==> config.mk <==
export PLATFORM = sky130hd
export DESIGN_NAME = ldm_stm_seq
export DESIGN_NICKNAME = d
export VERILOG_FILES = /design/src/rtl/ldm_stm_seq_pkg.sv /design/src/rtl/ldm_stm_seq_prio.sv /design/src/rtl/ldm_stm_seq.sv
export SDC_FILE = /design/constraint.sdc
export NUM_CORES = 1
export LEC_CHECK = 0
export CORE_MARGIN = 5
export CORE_UTILIZATION = 43
export DETAILED_ROUTE_END_ITERATION = 10
export PLACE_DENSITY = 0.77
export SLEW_MARGIN = 40
export SYNTH_ARGS = -nofsm -noshare
export SYNTH_HDL_FRONTEND = slang
export SYNTH_SLANG_ARGS = --single-unit
==> constraint.sdc <==
create_clock -name clk -period 7.97 [get_ports clk]
set_clock_uncertainty 0.05 [all_clocks]
set_input_delay 1.594 -clock clk [delete_from_list [all_inputs] [get_ports clk]]
set_output_delay 1.594 -clock clk [all_outputs]
set_load 0.01 [all_outputs]
==> src/rtl/ldm_stm_seq_pkg.sv <==
// Shared types and constants for the LDM/STM block-transfer sequencer.
package ldm_stm_seq_pkg;

    typedef enum logic [1:0] {
        ST_IDLE = 2'd0,
        ST_XFER = 2'd1,
        ST_WB   = 2'd2,
        ST_DONE = 2'd3
    } seq_state_e;

    localparam logic [31:0] WORD_STRIDE = 32'd4;

    function automatic logic [4:0] popcount16(input logic [15:0] v);
        logic [4:0] cnt;
        cnt = '0;
        for (int i = 0; i < 16; i++) begin
            cnt = cnt + {4'd0, v[i]};
        end
        return cnt;
    endfunction

endpackage

==> src/rtl/ldm_stm_seq_prio.sv <==
// Lowest-set-bit picker: next register to transfer and the mask left after it.
module ldm_stm_prio (
    input  logic [15:0] mask,
    output logic [3:0]  idx,
    output logic [15:0] rest
);

    // NOTE: combinational outputs get a default before any conditional update so no latch is inferred.
    always_comb begin
        idx = '0;
        for (int i = 15; i >= 0; i--) begin
            if (mask[i]) begin
                idx = 4'(i);
            end
        end
    end

    assign rest = mask & (mask - 16'd1);

endmodule

==> src/rtl/ldm_stm_seq.sv <==
// LDM/STM multi-register transfer sequencer; base writeback is enabled by defining
// LDMSTM_WRITEBACK_EN, otherwise XFER goes straight to DONE and rn is unused.
module ldm_stm_seq
    import ldm_stm_seq_pkg::*;
(
    input  logic        clk,
    input  logic        reset_n,
    input  logic        start,
    input  logic        is_load,
    input  logic [15:0] reglist,
    input  logic [3:0]  rn,
    input  logic [31:0] base,
    input  logic        up,
    input  logic        pre,
    output logic [3:0]  ra,
    input  logic [31:0] rd,
    output logic [3:0]  wa3,
    output logic        we3,
    output logic [31:0] wd3,
    output logic        mem_req,
    output logic        mem_we,
    output logic [31:0] mem_addr,
    output logic [31:0] mem_wdata,
    input  logic [31:0] mem_rdata,
    input  logic        mem_ready,
    output logic        pc_load,
    output logic [31:0] pc_data,
    output logic        busy,
    output logic        done
);

    seq_state_e  state_q, state_d;
    logic [15:0] mask_q, mask_d;
    logic [31:0] addr_q, addr_d;
    logic        is_load_q, is_load_d;

    logic [3:0]  cur_idx;
    logic [15:0] mask_rest;
    logic [4:0]  n_regs;
    logic [31:0] span;
    logic [31:0] first_addr;
    seq_state_e  after_xfer;

    ldm_stm_prio u_prio (
        .mask (mask_q),
        .idx  (cur_idx),
        .rest (mask_rest)
    );

    assign n_regs = popcount16(reglist);
    assign span   = 32'(n_regs) * WORD_STRIDE;

    // Transfers always run upward from the lowest address, so a decrementing block starts below base.
    always_comb begin
        first_addr = base;
        case ({up, pre})
            2'b11:   first_addr = base + WORD_STRIDE;
            2'b10:   first_addr = base;
            2'b01:   first_addr = base - span;
            default: first_addr = base - span + WORD_STRIDE;
        endcase
    end

`ifdef LDMSTM_WRITEBACK_EN
    logic        wb_en_q, wb_en_d;
    logic [3:0]  rn_q, rn_d;
    logic [31:0] wb_data_q, wb_data_d;

    assign after_xfer = wb_en_q ? ST_WB : ST_DONE;

    always_ff @(posedge clk or negedge reset_n) begin
        if (!reset_n) begin
            wb_en_q   <= 1'b0;
            rn_q      <= '0;
            wb_data_q <= '0;
        end else begin
            wb_en_q   <= wb_en_d;
            rn_q      <= rn_d;
            wb_data_q <= wb_data_d;
        end
    end

    // A loaded base register beats the writeback value; an empty list has nothing to write back.
    always_comb begin
        wb_en_d   = wb_en_q;
        rn_d      = rn_q;
        wb_data_d = wb_data_q;
        if (state_q == ST_IDLE && start) begin
            wb_en_d   = (n_regs != 5'd0) && !(is_load && reglist[rn]);
            rn_d      = rn;
            wb_data_d = up ? (base + span) : (base - span);
        end
    end
`else
    logic unused_rn;
    assign unused_rn  = ^rn;
    assign after_xfer = ST_DONE;
`endif

    // NOTE: state registers use non-blocking assignments so every flop samples pre-edge values.
    always_ff @(posedge clk or negedge reset_n) begin
        if (!reset_n) begin
            state_q   <= ST_IDLE;
            mask_q    <= '0;
            addr_q    <= '0;
            is_load_q <= 1'b0;
        end else begin
            state_q   <= state_d;
            mask_q    <= mask_d;
            addr_q    <= addr_d;
            is_load_q <= is_load_d;
        end
    end

    always_comb begin
        state_d   = state_q;
        mask_d    = mask_q;
        addr_d    = addr_q;
        is_load_d = is_load_q;
        ra        = '0;
        wa3       = '0;
        we3       = 1'b0;
        wd3       = '0;
        mem_req   = 1'b0;
        mem_we    = 1'b0;
        mem_addr  = '0;
        mem_wdata = '0;
        pc_load   = 1'b0;
        pc_data   = '0;
        done      = 1'b0;
        busy      = (state_q != ST_IDLE);

        case (state_q)
            ST_IDLE: begin
                if (start) begin
                    state_d   = ST_XFER;
                    mask_d    = reglist;
                    addr_d    = first_addr;
                    is_load_d = is_load;
                end
            end
            ST_XFER: begin
                if (mask_q == 16'd0) begin
                    state_d = after_xfer;
                end else begin
                    mem_req  = 1'b1;
                    mem_we   = !is_load_q;
                    mem_addr = addr_q;
                    if (!is_load_q) begin
                        ra        = cur_idx;
                        mem_wdata = rd;
                    end
                    if (mem_ready) begin
                        mask_d = mask_rest;
                        addr_d = addr_q + WORD_STRIDE;
                        if (is_load_q) begin
                            if (cur_idx == 4'd15) begin
                                pc_load = 1'b1;
                                pc_data = mem_rdata;
                            end else begin
                                we3 = 1'b1;
                                wa3 = cur_idx;
                                wd3 = mem_rdata;
                            end
                        end
                        if (mask_rest == 16'd0) begin
                            state_d = after_xfer;
                        end
                    end
                end
            end
            ST_WB: begin
`ifdef LDMSTM_WRITEBACK_EN
                if (rn_q == 4'd15) begin
                    pc_load = 1'b1;
                    pc_data = wb_data_q;
                end else begin
                    we3 = 1'b1;
                    wa3 = rn_q;
                    wd3 = wb_data_q;
                end
`endif
                state_d = ST_DONE;
            end
            ST_DONE: begin
                done    = 1'b1;
                state_d = ST_IDLE;
            end
            default: state_d = ST_IDLE;
        endcase
    end

endmodule

== Word level (Yosys, flattened, before mapping) ==
Index checks and enable logic that the tools add are counted.

* Logic and storage cells: 114
* Bits of input ports: 123
* Bits in registers: 51

* Eq/ne operators: 12
* Bitwise operators: 1
* Reduce and logical (&&, ||, !) cells: 9
* Mux-type cells: 68
* $add $sub $neg: 20

{| class="wikitable"
|+ Operator list
! operator !! count
|-
| 32-bit 2-to-1 mux || 18
|-
| 32-bit by 3-bit adder with 32-bit output (second input constant) || 3
|-
| 4-bit 2-to-1 mux || 24
|-
| 32-bit one-hot mux with 3 select lines || 1
|-
| 32-bit one-hot mux with 2 select lines || 1
|-
| 5-bit by 1-bit adder with 5-bit output || 11
|-
| 16-bit 2-to-1 mux || 3
|-
| 16-bit zero test || 2
|-
| 16-bit one-hot mux with 2 select lines || 1
|-
| 32-bit by 7-bit subtractor with 32-bit output || 1
|-
| 16-bit AND || 1
|-
| 16-bit by 1-bit subtractor with 16-bit output (second input constant) || 1
|-
| 1-bit 2-to-1 mux || 15
|-
| 2-bit equality test (second input constant) || 4
|-
| 2-bit 2-to-1 mux || 4
|-
| 2-bit one-hot mux with 4 select lines || 1
|-
| 2-bit inequality test (second input constant) || 3
|-
| 3-bit inequality test (second input constant) || 2
|-
| 4-bit by 1-bit adder with 5-bit output || 1
|-
| 3-bit by 1-bit adder with 4-bit output || 1
|-
| 2-bit by 1-bit equality test with 1-bit output (second input constant) || 2
|-
| 4-bit equality test (second input constant) || 1
|-
| 4-bit AND reduction || 1
|-
| 2-bit nonzero test || 2
|-
| 6 further kinds || 6
|}

== Logic depth before layout (Yosys ltp) ==
* Depth in word-level cells: 22
* Gate-level depth with buffers: 23
* Depth with buffers taken out: 21

== By module ==
From an unflattened synthesis, not the netlist that was laid out.

* Cells, all modules: 1006
* Area total of the unflattened synthesis: 7219.4 um^2

{| class="wikitable"
|+ Modules (own cells, without submodules)
! module !! sequential area each (um^2) !! times used !! cells an instance !! area each (um^2)
|-
| ldm_stm_seq || 1276.2 || 1 || 956 || 6901.6
|-
| ldm_stm_prio || 0.0 || 1 || 50 || 317.8
|}

== Least setup slack after synthesis ==
No wires, ideal clock.

* Path kind: input to register
* From: input port reglist[0]
* To: register addr_q[28]
* Data required time: 7.800 ns
* Cell stages on the path: 21
* Path slack: 0.449 ns
* Data arrival time: 7.351 ns
* Path through: inv_1 -> fa_1 -> fa_1 -> fa_1 -> fa_1 -> inv_1 -> ha_1 -> inv_1 -> fa_1 -> xor2_1 -> ha_1 -> o211ai_1 -> a21oi_1 -> clkbuf_1 -> or4_1 -> a21oi_1 -> or4b_2 -> clkbuf_1 -> nor3_1 -> nand3_1 -> o211a_1

* Cells in the longest elaborated chain, start to end: 20

{| class="wikitable"
|+ Ends and longest elaborated chain
! element !! RTL line !! source
|-
| start, declared || ldm_stm_seq.sv:10 || <nowiki>input logic [15:0] reglist,</nowiki>
|-
| 1-bit by 1-bit adder with 2-bit output (*) || ldm_stm_seq_pkg.sv:17 || <nowiki>cnt = cnt + {4'd0, v[i]};</nowiki>
|-
| 2-bit by 1-bit adder with 3-bit output (*) || ldm_stm_seq_pkg.sv:17 ||
|-
| 3-bit by 1-bit adder with 4-bit output (*) || ldm_stm_seq_pkg.sv:17 ||
|-
| 4-bit by 1-bit adder with 5-bit output (*) || ldm_stm_seq_pkg.sv:17 ||
|-
| 5-bit by 1-bit adder with 5-bit output (*) (11 in a row) || ldm_stm_seq_pkg.sv:17 ||
|-
| 32-bit by 7-bit subtractor with 32-bit output (*) || ldm_stm_seq.sv:59, ldm_stm_seq.sv:60 ||
|-
| 32-bit by 3-bit adder with 32-bit output || ldm_stm_seq.sv:60 || <nowiki>default: first_addr = base - span + WORD_STRIDE;</nowiki>
|-
| 32-bit one-hot mux with 3 select lines (*) || ldm_stm_seq.sv:56 || <nowiki>case ({up, pre})</nowiki>
|-
| 32-bit 2-to-1 mux (*) || ldm_stm_seq.sv:135 || <nowiki>if (start) begin</nowiki>
|-
| 32-bit one-hot mux with 2 select lines (*) || ldm_stm_seq.sv:133 || <nowiki>case (state_q)</nowiki>
|-
| end signal, assigned || ldm_stm_seq.sv:110 || <nowiki>addr_q <= addr_d;</nowiki>
|-
| end, declared || ldm_stm_seq.sv:34 || <nowiki>logic [31:0] addr_q, addr_d;</nowiki>
|}

Every way passes the cells marked *; elsewhere a longest branch is shown, timed or not. The select of a mux whose other input is x is not followed.
A chain may end at the register's enable or synchronous reset.

== Worst setup path after layout ==
* From: input port reglist[0]
* To: register addr_q[31]

The elaborated chain is that of the path after synthesis.

==> metrics.yaml <==
status:
  outcome: "complete, no violations"
synth:
  yosys-top-cells-area: "dfrtp_1 (17%), and2_1 (8.4%), o21ai_0 (5.6%)"
  synth-async-reset-ratio: 1.00
  syn_area_um2: 7400
  yosys.area.top_type_share: 0.172
  yosys_warnings: 0
  syn_avg_cell_area_um2: 7.04
  yosysSeqAreaShare: 0.172
  ys_ff_latch: 51
  synth_cells: 1051
  ys.flop_type: "dfrtp_1"
  synth_top_area_cell: "dfrtp_1"
  yosys.cell_types.count: 73
  synth_edf_count: 0
  synth_fp_nets: 1204
sta:
  setup_viol: 0
  hold_violations: 0
  grt_setup_unrepaired: "false"
  timing.final.crit_share: 0.972
  worst_pin_slew_ns: 0.846
  relSlewSlack: 0.431
  fmax_ghz: 0.129
  period_needed_ns: 7.74
  report.final.slew_viol_count: 0
worst_setup_path:
  crit_path_max_incr_delay_ns: 0.57
  crit_buf_inv: 6
  slowest_stage: "fa_1"
  path_cells: "clkdlybuf4s50_1, inv_1, fa_1, fa_1, fa_1, fa_1, inv_1, ha_1, inv_1, fa_1, xor2_1, ha_1, o211ai_1, a21oi_1, buf_4, buf_4, o31a_1, a2111oi_4, o221ai_2, or3_4, or3_1, and3_1"
  cp.arrival_ns: 7.88
  critical_path_class: "in2reg"
  crit_top_cell: "fa_1"
  ff2ff_setup_slack_ns: 4.29
  path_delay_family: "adder cells"
  crit_path_start_kind: "primary input"
  cp_max_fo: 6
  end_kind: "flop"
  critPathRequiredTime_ns: 8.10
power:
  seqPwrFrac: 0.176
  cellLeakagePower_uw: 0.00423
  combinationalPowerShare: 0.756
  clockPowerShare: 0.068
  p_int_uw: 1630
  power_density_nw_per_um2: 294
  total_power_uw: 3240
  peakVddDrop_mv: 0.270
  p_switching_uw: 1610
  switching_share: 0.497
global_route:
  grt_max_degree: 52
  grt_pass1_vias: 8441
  grt_usage: 0.284
  overflow: 0
  grt_pass1_wl_um: 46000
  antenna_found_initial: 1
place:
  portBuffers: 260
  gp_congestion: 0.969
  hpwlAfterDp_um: 24100
  dp.cells: 1558
hold_path:
  hold_path_class: "reg2reg"
detailed_routing:
  ant_nets: 0
  vias_per_cell: 5.89
  vias: 9252
  dr.pass1.iters: 5
  dr.first_iter.drc_count: 833
  drc_errors: 0
  drt-total-wl_um: 30300
  avgRoutedWirePerCell_um: 19.3
final_layout:
  multiInputGateArea_um2: 5730
  syn_to_final_growth_pct: 48.7
  mostFrequentLayoutCells: "clkdlybuf4s50_1 (259), buf_4 (102), and2_1 (99), o21ai_0 (82), nor2_1 (81)"
  final_common_cell: "clkdlybuf4s50_1"
  finalNetCount: 1496
  regArea_um2: 1280
  final_layout_size_suffix_gt1_frac: 0.118
  nFillCells: 1554
  final_cell_count_no_fill: 1570
clock_network:
  path_clk_slew_ns: 0.07
  cts_root_buf: "clkbuf_16"
  cts.sink_count: 51
  cts_buffers: 5
  cts_hold_buf: 0
  clockBufferDepth: 2
  cts_tree: "built"
  clk_latency_ns: 0.30
  htreeDepth: 2
die:
  die_x_um: 141
  die-area_um2: 19900
  coreArea_um2: 17100
  pin_count: 265
  initial_core_util: 0.433
  num_rows: 48
  die_y_um: 141
job:
  drv_cap: 0
-- metal layers --
layer,vias to the layer above,share of wire,global-route usage
li1,4396,-,-
met1,4388,0.39,0.345
met2,425,0.52,0.531
met3,43,0.068,0.0322
met4,0,0.023,0.0719
met5,-,0,0
-- cell usage after synthesis (all sizes together) (8+ instances only) --
| cell type | instances |
|---|---|
| o31ai | 13 |
| nor4 | 28 |
| nand4 | 20 |
| o21ai | 85 |
| a31oi | 9 |
| and2 | 99 |
| xor2 | 19 |
| nor2 | 83 |
| o211ai | 9 |
| o31a | 9 |
| nor3 | 39 |
| nand3 | 33 |
| inv | 58 |
| clkbuf | 66 |
| xnor2 | 27 |
| a211oi | 16 |
| buf | 11 |
| or2 | 9 |
| nand2 | 76 |
| nor3b | 34 |
| o311ai | 8 |
| or4 | 9 |
| and3 | 13 |
| fa | 11 |
| ha | 19 |
| dfrtp | 51 |
| a21oi | 58 |
| mux2i | 11 |
| a21o | 13 |
| or3 | 21 |
-- cell families (layout without fill, tap and decap cells) --
| kind of cell | Yosys count | after routing | synth area share |
|---|---|---|---|
| AO/OA/AOI/OAI | 283 | 283 | 0.254 |
| XOR/XNOR | 46 | 46 | 0.0544 |
| adder cells (fa/ha/maj) | 32 | 32 | 0.0646 |
| buffers and inverters | 135 | 428 | 0.0715 |
| flip-flops | 51 | 51 | 0.172 |
| multiplexers | 18 | 18 | 0.0255 |
| other | 0 | 1 | 0 |
| AND/OR/NAND/NOR | 486 | 486 | 0.358 |
-- final timing paths --
| kind | from | end | depth (start not counted) |
|---|---|---|---|
| setup / recovery | reglist[0] | addr_q[31] | 22 |
| hold / removal | addr_q[1] | addr_q[1] | 2 |
| hold reg to reg | addr_q[1] | addr_q[1] | 2 |
| max in group asynchronous | reset_n | addr_q[5] | 2 |
| min in group asynchronous | reset_n | addr_q[28] | 2 |
| setup reg to reg | mask_q[2] | addr_q[27] | 9 |
-- registers in the layout, indices dropped and copies added (netlist names) --
register / cells
is_load_q: 1
state_q: 2
addr_q: 32
mask_q: 16
-- power groups by stage --
stage	clock (uW)	combinational, uW	sequential (uW)
6_report	220	2450	570
5_1_grt	232	2670	592
4_1_cts	222	2400	564
3_5_place_dp	0	2390	569
3_3_place_gp	0	2340	559
2_1_floorplan	0	1440	496
-- tightest hold or removal path, cell delays in order, from the launching register on --
cell     delay (ns)
dfrtp_1        0.34
nand2_1        0.05
o21ai_0        0.06
-- layout make-up --
class                      instances  share of cell area
tap                              225              0.0256
clock inverter                     3             0.00170
inverter                          58              0.0198
sequential                        51               0.116
multi-input combinational        865               0.520
clock buffer                       5              0.0114
timing repair buffer             362               0.305
antenna                            1            0.000227
-- repair_timing --
item / in CTS / in global routing
hold endpoints to repair: 0 / 0
endpoints found under the setup margin: 6 / 16
pin swaps: 0 / 9
resized for setup: 2 / 20
setup buffers: 0 / 3
-- per-stage QoR --
stage	TNS, ns	utilization	hold slack (ns)	cell area [um2]	worst slack, ns
after floorplan	0	-	0.392	7400	0.449
after global placement	-1.97	0.627	0.406	10700	-0.289
after detailed placement	-3.27	0.627	0.427	10700	-0.381
after CTS	0	0.636	0.443	10900	0.0186
after global routing	0	0.643	0.479	11000	0.0188
final	0	0.643	0.434	11000	0.225
Note: power is estimated with default switching activity, not from simulation.
